File: src/rtl/pipelined_cla_addsub_if.sv
// pipelined_cla_addsub_if: operand/result stream bundle for the pipelined CLA adder/subtractor.
interface pipelined_cla_addsub_if #(
    parameter int WIDTH = 32
);
    logic             in_valid;
    logic             in_ready;
    logic [WIDTH-1:0] in_a;
    logic [WIDTH-1:0] in_b;
    logic             in_cin;
    logic             in_sub;
    logic             out_valid;
    logic             out_ready;
    logic [WIDTH-1:0] out_sum;
    logic             out_cout;
    logic             out_ovf;

    modport master (
        output in_valid, in_a, in_b, in_cin, in_sub, out_ready,
        input  in_ready, out_valid, out_sum, out_cout, out_ovf
    );

    modport slave (
        input  in_valid, in_a, in_b, in_cin, in_sub, out_ready,
        output in_ready, out_valid, out_sum, out_cout, out_ovf
    );
endinterface

File: src/rtl/pipelined_cla_addsub.sv
// pipelined_cla_addsub: WIDTH-bit add/sub split into STAGES registered CLA segments with valid/ready flow control.
// Define CLA_PIPE_SAT_EN to clamp overflowing results to signed saturation in the final stage.
module pipelined_cla_addsub #(
    parameter int WIDTH  = 32,
    parameter int STAGES = 2,
    parameter int GROUP  = 4
) (
    input  logic                 clk,
    input  logic                 rst_n,
    pipelined_cla_addsub_if.slave bus
);
    localparam int SEG  = WIDTH / STAGES;
    localparam int NGRP = SEG / GROUP;
    localparam logic [STAGES-1:0] ONES = '1;

    // Two-level lookahead over one segment; returns {carry into MSB, carry out, sum}.
    function automatic logic [SEG+1:0] cla_seg(input logic [SEG-1:0] a, input logic [SEG-1:0] b, input logic ci);
        logic [SEG-1:0] g, p, c;
        logic [NGRP:0]  gc;
        logic           gg, gp;
        g  = a & b;
        p  = a ^ b;
        c  = '0;
        gc = '0;
        gc[0] = ci;
        for (int j = 0; j < NGRP; j++) begin
            gg = 1'b0;
            gp = 1'b1;
            for (int i = 0; i < GROUP; i++) begin
                gg = g[j*GROUP+i] | (p[j*GROUP+i] & gg);
                gp = gp & p[j*GROUP+i];
            end
            gc[j+1] = gg | (gp & gc[j]);
        end
        for (int j = 0; j < NGRP; j++) begin
            c[j*GROUP] = gc[j];
            for (int i = 1; i < GROUP; i++)
                c[j*GROUP+i] = g[j*GROUP+i-1] | (p[j*GROUP+i-1] & c[j*GROUP+i-1]);
        end
        return {c[SEG-1], gc[NGRP], p ^ c};
    endfunction

    logic [STAGES-1:0] vld_q, v_in, rdy, c_q, c_in;
    logic [WIDTH-1:0]  a_q [STAGES];
    logic [WIDTH-1:0]  b_q [STAGES];
    logic [WIDTH-1:0]  s_q [STAGES];
    logic [WIDTH-1:0]  a_in [STAGES];
    logic [WIDTH-1:0]  b_in [STAGES];
    logic [WIDTH-1:0]  s_in [STAGES];
    logic [WIDTH-1:0]  s_d [STAGES];
    logic [SEG+1:0]    r [STAGES];
    logic [WIDTH-1:0]  sum_d;
    logic              ovf_d, ovf_q;

    // Stage 0 takes the bus operands (B inverted, carry forced for subtract); later stages take the skewed registers.
    for (genvar k = 0; k < STAGES; k++) begin : g_stage
        if (k == 0) begin : g_head
            assign v_in[0] = bus.in_valid;
            assign a_in[0] = bus.in_a;
            assign b_in[0] = bus.in_sub ? ~bus.in_b : bus.in_b;
            assign c_in[0] = bus.in_sub | bus.in_cin;
            assign s_in[0] = '0;
        end else begin : g_body
            assign v_in[k] = vld_q[k-1];
            assign a_in[k] = a_q[k-1];
            assign b_in[k] = b_q[k-1];
            assign c_in[k] = c_q[k-1];
            assign s_in[k] = s_q[k-1];
        end
        assign r[k]   = cla_seg(SEG'(a_in[k] >> (k*SEG)), SEG'(b_in[k] >> (k*SEG)), c_in[k]);
        assign s_d[k] = s_in[k] | (WIDTH'(r[k][SEG-1:0]) << (k*SEG));
    end

    assign ovf_d = r[STAGES-1][SEG+1] ^ r[STAGES-1][SEG];
`ifdef CLA_PIPE_SAT_EN
    assign sum_d = !ovf_d ? s_d[STAGES-1] :
                   s_d[STAGES-1][WIDTH-1] ? {1'b0, {(WIDTH-1){1'b1}}} : {1'b1, {(WIDTH-1){1'b0}}};
`else
    assign sum_d = s_d[STAGES-1];
`endif

    // A stage may load when it is empty or every stage after it up to the output can move.
    always_comb begin
        rdy = '0;
        for (int k = 0; k < STAGES; k++)
            rdy[k] = bus.out_ready || ((vld_q >> k) != (ONES >> k));
    end

    // Advance every ready stage; a stalled stage keeps its beat, so the output holds under backpressure.
    always_ff @(posedge clk or negedge rst_n) begin
        if (!rst_n) begin
            vld_q <= '0;
            c_q   <= '0;
            ovf_q <= 1'b0;
            for (int k = 0; k < STAGES; k++) begin
                a_q[k] <= '0;
                b_q[k] <= '0;
                s_q[k] <= '0;
            end
        end else begin
            for (int k = 0; k < STAGES; k++) begin
                if (rdy[k]) begin
                    vld_q[k] <= v_in[k];
                    a_q[k]   <= a_in[k];
                    b_q[k]   <= b_in[k];
                    c_q[k]   <= r[k][SEG];
                    s_q[k]   <= (k == STAGES-1) ? sum_d : s_d[k];
                end
            end
            if (rdy[STAGES-1])
                ovf_q <= ovf_d;
        end
    end

    assign bus.in_ready  = rdy[0];
    assign bus.out_valid = vld_q[STAGES-1];
    assign bus.out_sum   = s_q[STAGES-1];
    assign bus.out_cout  = c_q[STAGES-1];
    assign bus.out_ovf   = ovf_q;
endmodule

File: src/flat_wrapper.sv
// flat-port wrapper written by rule: the top's interface ports become plain ports
module pipelined_cla_addsub_flat 
#(
    parameter int WIDTH  = 32,
    parameter int STAGES = 2,
    parameter int GROUP  = 4
)
  (clk, rst_n, bus_in_valid, bus_in_a, bus_in_b, bus_in_cin, bus_in_sub, bus_out_ready, bus_in_ready, bus_out_valid, bus_out_sum, bus_out_cout, bus_out_ovf);
  pipelined_cla_addsub_if #(.WIDTH(WIDTH)) bus_i ();
  input  logic clk;
  input  logic rst_n;
  input wire logic [$bits(bus_i.in_valid)-1:0] bus_in_valid;
  input wire logic [$bits(bus_i.in_a)-1:0] bus_in_a;
  input wire logic [$bits(bus_i.in_b)-1:0] bus_in_b;
  input wire logic [$bits(bus_i.in_cin)-1:0] bus_in_cin;
  input wire logic [$bits(bus_i.in_sub)-1:0] bus_in_sub;
  input wire logic [$bits(bus_i.out_ready)-1:0] bus_out_ready;
  output wire logic [$bits(bus_i.in_ready)-1:0] bus_in_ready;
  output wire logic [$bits(bus_i.out_valid)-1:0] bus_out_valid;
  output wire logic [$bits(bus_i.out_sum)-1:0] bus_out_sum;
  output wire logic [$bits(bus_i.out_cout)-1:0] bus_out_cout;
  output wire logic [$bits(bus_i.out_ovf)-1:0] bus_out_ovf;
  assign bus_i.in_valid = bus_in_valid;
  assign bus_i.in_a = bus_in_a;
  assign bus_i.in_b = bus_in_b;
  assign bus_i.in_cin = bus_in_cin;
  assign bus_i.in_sub = bus_in_sub;
  assign bus_i.out_ready = bus_out_ready;
  assign bus_in_ready = bus_i.in_ready;
  assign bus_out_valid = bus_i.out_valid;
  assign bus_out_sum = bus_i.out_sum;
  assign bus_out_cout = bus_i.out_cout;
  assign bus_out_ovf = bus_i.out_ovf;
  pipelined_cla_addsub #(.WIDTH(WIDTH), .STAGES(STAGES), .GROUP(GROUP)) u_core (.clk(clk), .rst_n(rst_n), .bus(bus_i));
endmodule
File: config.mk
export PLATFORM = sky130hd
export DESIGN_NAME = pipelined_cla_addsub_flat
export DESIGN_NICKNAME = d
export VERILOG_FILES = /design/src/rtl/pipelined_cla_addsub_if.sv /design/src/rtl/pipelined_cla_addsub.sv /design/src/flat_wrapper.sv
export SDC_FILE = /design/constraint.sdc
export NUM_CORES = 1
export LEC_CHECK = 0
export BUFFER_PORTS_ARGS = -buffer_cell sky130_fd_sc_hd__buf_2
export CORE_AREA = 2 2 131 82
export DETAILED_ROUTE_END_ITERATION = 7
export DIE_AREA = 0 0 133 84
export PLACE_DENSITY = 0.75
export RECOVER_POWER = 50
export SLEW_MARGIN = 20
export SYNTH_ARGS = -nofsm -noshare
export SYNTH_HDL_FRONTEND = slang
export SYNTH_SLANG_ARGS = --single-unit
File: constraint.sdc
create_clock -name clk -period 3.3 [get_ports clk]
set_input_delay 0.165 -clock clk [delete_from_list [all_inputs] [get_ports clk]]
set_output_delay 0.165 -clock clk [all_outputs]
set_load 0.05 [all_outputs]
==> qor.yml <==
critical_path:
  cp-end-kind: "register"
  critical_path_class: "reg2reg"
  crit_slowest_cell: "fa_1"
  path_cells: "ha_1 -> a211oi_2 -> o21ai_2 -> a21oi_2 -> o21bai_1 -> fa_2 -> fa_1 -> fa_2 -> inv_1 -> and3_1 -> o31ai_2"
  critPathLaunchType: "register"
  crit_fanout: 2
  cp_data_required_time_ns: 3.50
  cp_slowest_stage_delay_ns: 0.46
  rrSetupSlack_ns: 0.17
  worst_path_most_repeated_cell: "fa_2"
  crit_arrival_ns: 3.33
route:
  dr.pass1.iters: 4
  wl_per_cell_um: 14.3
  drc: 0
  vias_per_cell: 4.95
  num_vias: 3580
  detail_route.wirelength_mm: 10.4
  drt_iter0_markers: 158
  antenna_left: 0
timing:
  setup_violations: 0
  setup_tns_ns: 0
  fin_crit_ns: 3.13
  finalHoldViolations: 0
  hold_slack_ns: 0.0235
  slew_headroom_pct: -40.9
  period_share_pct: 94.9
  max_freq_mhz: 319
  clock_skew_ns: 0.00504
  slew_violations: 86
  worstMarginPinSlew_ns: 2.11
clock_network:
  clock_sinks: 85
  cts_tree: "yes"
  clock_path_buffers: 2
  h-tree-depth: 3
  cts_buffers: 9
  cts_root_buf: "clkbuf_16"
  clk_pin_slew_ns: 0.06
  clock_latency_ns: 0.33
floorplan:
  initial_core_util_pct: 47.4
  die_x_um: 133
  dieArea_mm2: 0.0112
  die_h_um: 84
  rows: 29
  fp.coreArea_mm2: 0.0101
  boundaryPins: 106
final_layout:
  drive_above_1_share_pct: 24.0
  final_cell_area_mm2: 0.00578
  nets: 705
  antenna_cells: 0
  final_common_cell: "nand2_1"
  mostFrequentLayoutCells: "nand2_1, buf_2, dfrtp_1"
  utilization_pct: 57.1
  syn_to_final_growth_pct: 20.5
  final_cells: 723
pwr:
  peakVddDrop_mv: 0.289
  p_per_area_mw_per_mm2: 688
  leakagePower_nw: 2.84
logic_synthesis:
  synth_top_area_share_pct: 44.3
  ys_ff_latch: 85
  synth_nets: 599
  synthTopCellsByArea: "dfrtp_1, fa_1, ha_1"
  synthCells: 473
  ys_seq_area_share_pct: 44.3
  syn_area_per_cell_um2: 10.1
  synth_area_leader_cell: "dfrtp_1"
  ys_warn_count: 0
  netlist_area_mm2: 0.00480
  yosys.cell_types.count: 33
placement:
  io_buffers: 105
  dp.cells: 706
  gp_congestion: 0.865
  hpwl_mm: 7.78
  placed_cell_area_mm2: 0.00548
status:
  status: "complete, but fails checks"
  violations: "max-capacitance violations, max-slew violations"
global_route:
  grt_pass1_wl_mm: 17.6
  grt_remaining_overflow: 0
  grt_pass1_vias: 3654
  grt_max_degree: 86
  antenna_found_initial: 0
  grt_usage_pct: 20.0
flow_run:
  cap_violations: 1
min_path:
  hold_path_class: "in2reg"
## critical path: cells and delay by family (launching register included)
kind            cells  cell delay [ns]
compound gates      5             0.80
flops               1             0.39
fa+ha+maj           4             1.59
buf+inv             1             0.07
simple gates        1             0.17
## power breakdown
group	switching (W)	internal [W]	leakage (nW)
registers	0.000166	0.00130	0.991
clock network	0.000388	0.000605	0.143
logic	0.00106	0.000458	1.70
## worst paths after layout
path	start	end	depth (start not counted)
worst min-delay path	bus_in_valid	u_core.vld_q[0]$_DFFE_PN0P_	2
max in group asynchronous	rst_n	u_core.s_in[9]$_DFFE_PN0P_	2
worst max-delay path	u_core.b_in[16]$_DFFE_PN0P_	u_core.bus.out_ovf$_DFFE_PN0P_	11
worst max register to register	u_core.b_in[16]$_DFFE_PN0P_	u_core.bus.out_ovf$_DFFE_PN0P_	11
worst min register to register	u_core.bus.out_sum[14]$_DFFE_PN0P_	u_core.bus.out_sum[14]$_DFFE_PN0P_	2
min in group asynchronous	rst_n	u_core.bus.out_sum[12]$_DFFE_PN0P_	2
## Yosys cell counts (all sizes together)
cell type,instances
a221oi,2
a211oi,1
xor2,20
nor2b,1
a21oi,47
nand2,96
dfrtp,85
inv,30
nor3b,1
clkbuf,4
nor2,39
and2b,1
o21a,3
nand4,3
o21bai,1
ha,32
mux2,16
xnor2,20
and4,1
a31oi,1
and3,1
o22ai,1
o31ai,1
a21o,2
o21ai,16
buf,16
nand3,1
o211ai,1
fa,24
nand2b,6
## what timing repair did
item | 4_1_cts | 5_1_grt
resized for setup | 0 | 7
buffers inserted | 0 | 0
setup endpoints to repair | 0 | 4
hold buffers | 0 | 1
endpoints found under the hold margin | 0 | 85
## area by class of cell
class                           count  area, µm²
Clock buffer                       12        246
Clock inverter                      4       47.5
Fill cell                         914       4340
Inverter                           30        113
Multi-Input combinational cell    338       2480
Sequential cell                    85       2130
Tap cell                          139        174
Timing Repair Buffer              115        594
## state kept, by name, summed over array words and instances, names as in the netlist
register / flops
u_core.c_q: 2
u_core.b_in: 16
u_core.a_in: 16
u_core.s_in: 16
u_core.bus.out_sum: 32
u_core.vld_q: 2
u_core.bus.out_ovf: 1
## per-stage QoR
stage / total power, W / setup slack [ns]
2_1_floorplan: 0.00259 / 0.202
3_3_place_gp: 0.00298 / 0.103
3_5_place_dp: 0.00302 / -0.00845
4_1_cts: 0.00402 / 0.00266
5_1_grt: 0.00426 / -0.0126
6_report: 0.00398 / 0.169
## metal layers
layer	vias up	GRT usage, %	part of all wire (%)
li1	1748	-	-
met1	1718	28.8	50
met2	103	29.9	43
met3	11	4.92	5.5
met4	0	5.87	0.98
met5	-	0	0
## kinds of logic after synthesis
group	Yosys count	synth area share, %
compound gates	76	8.84
xor+xnor	40	7.30
fa+ha+maj	56	18.3
buf+inv	50	4.46
flops	85	44.3
mux	16	3.75
simple gates	150	13.0
No activity file was read; power rests on OpenSTA's default activity.
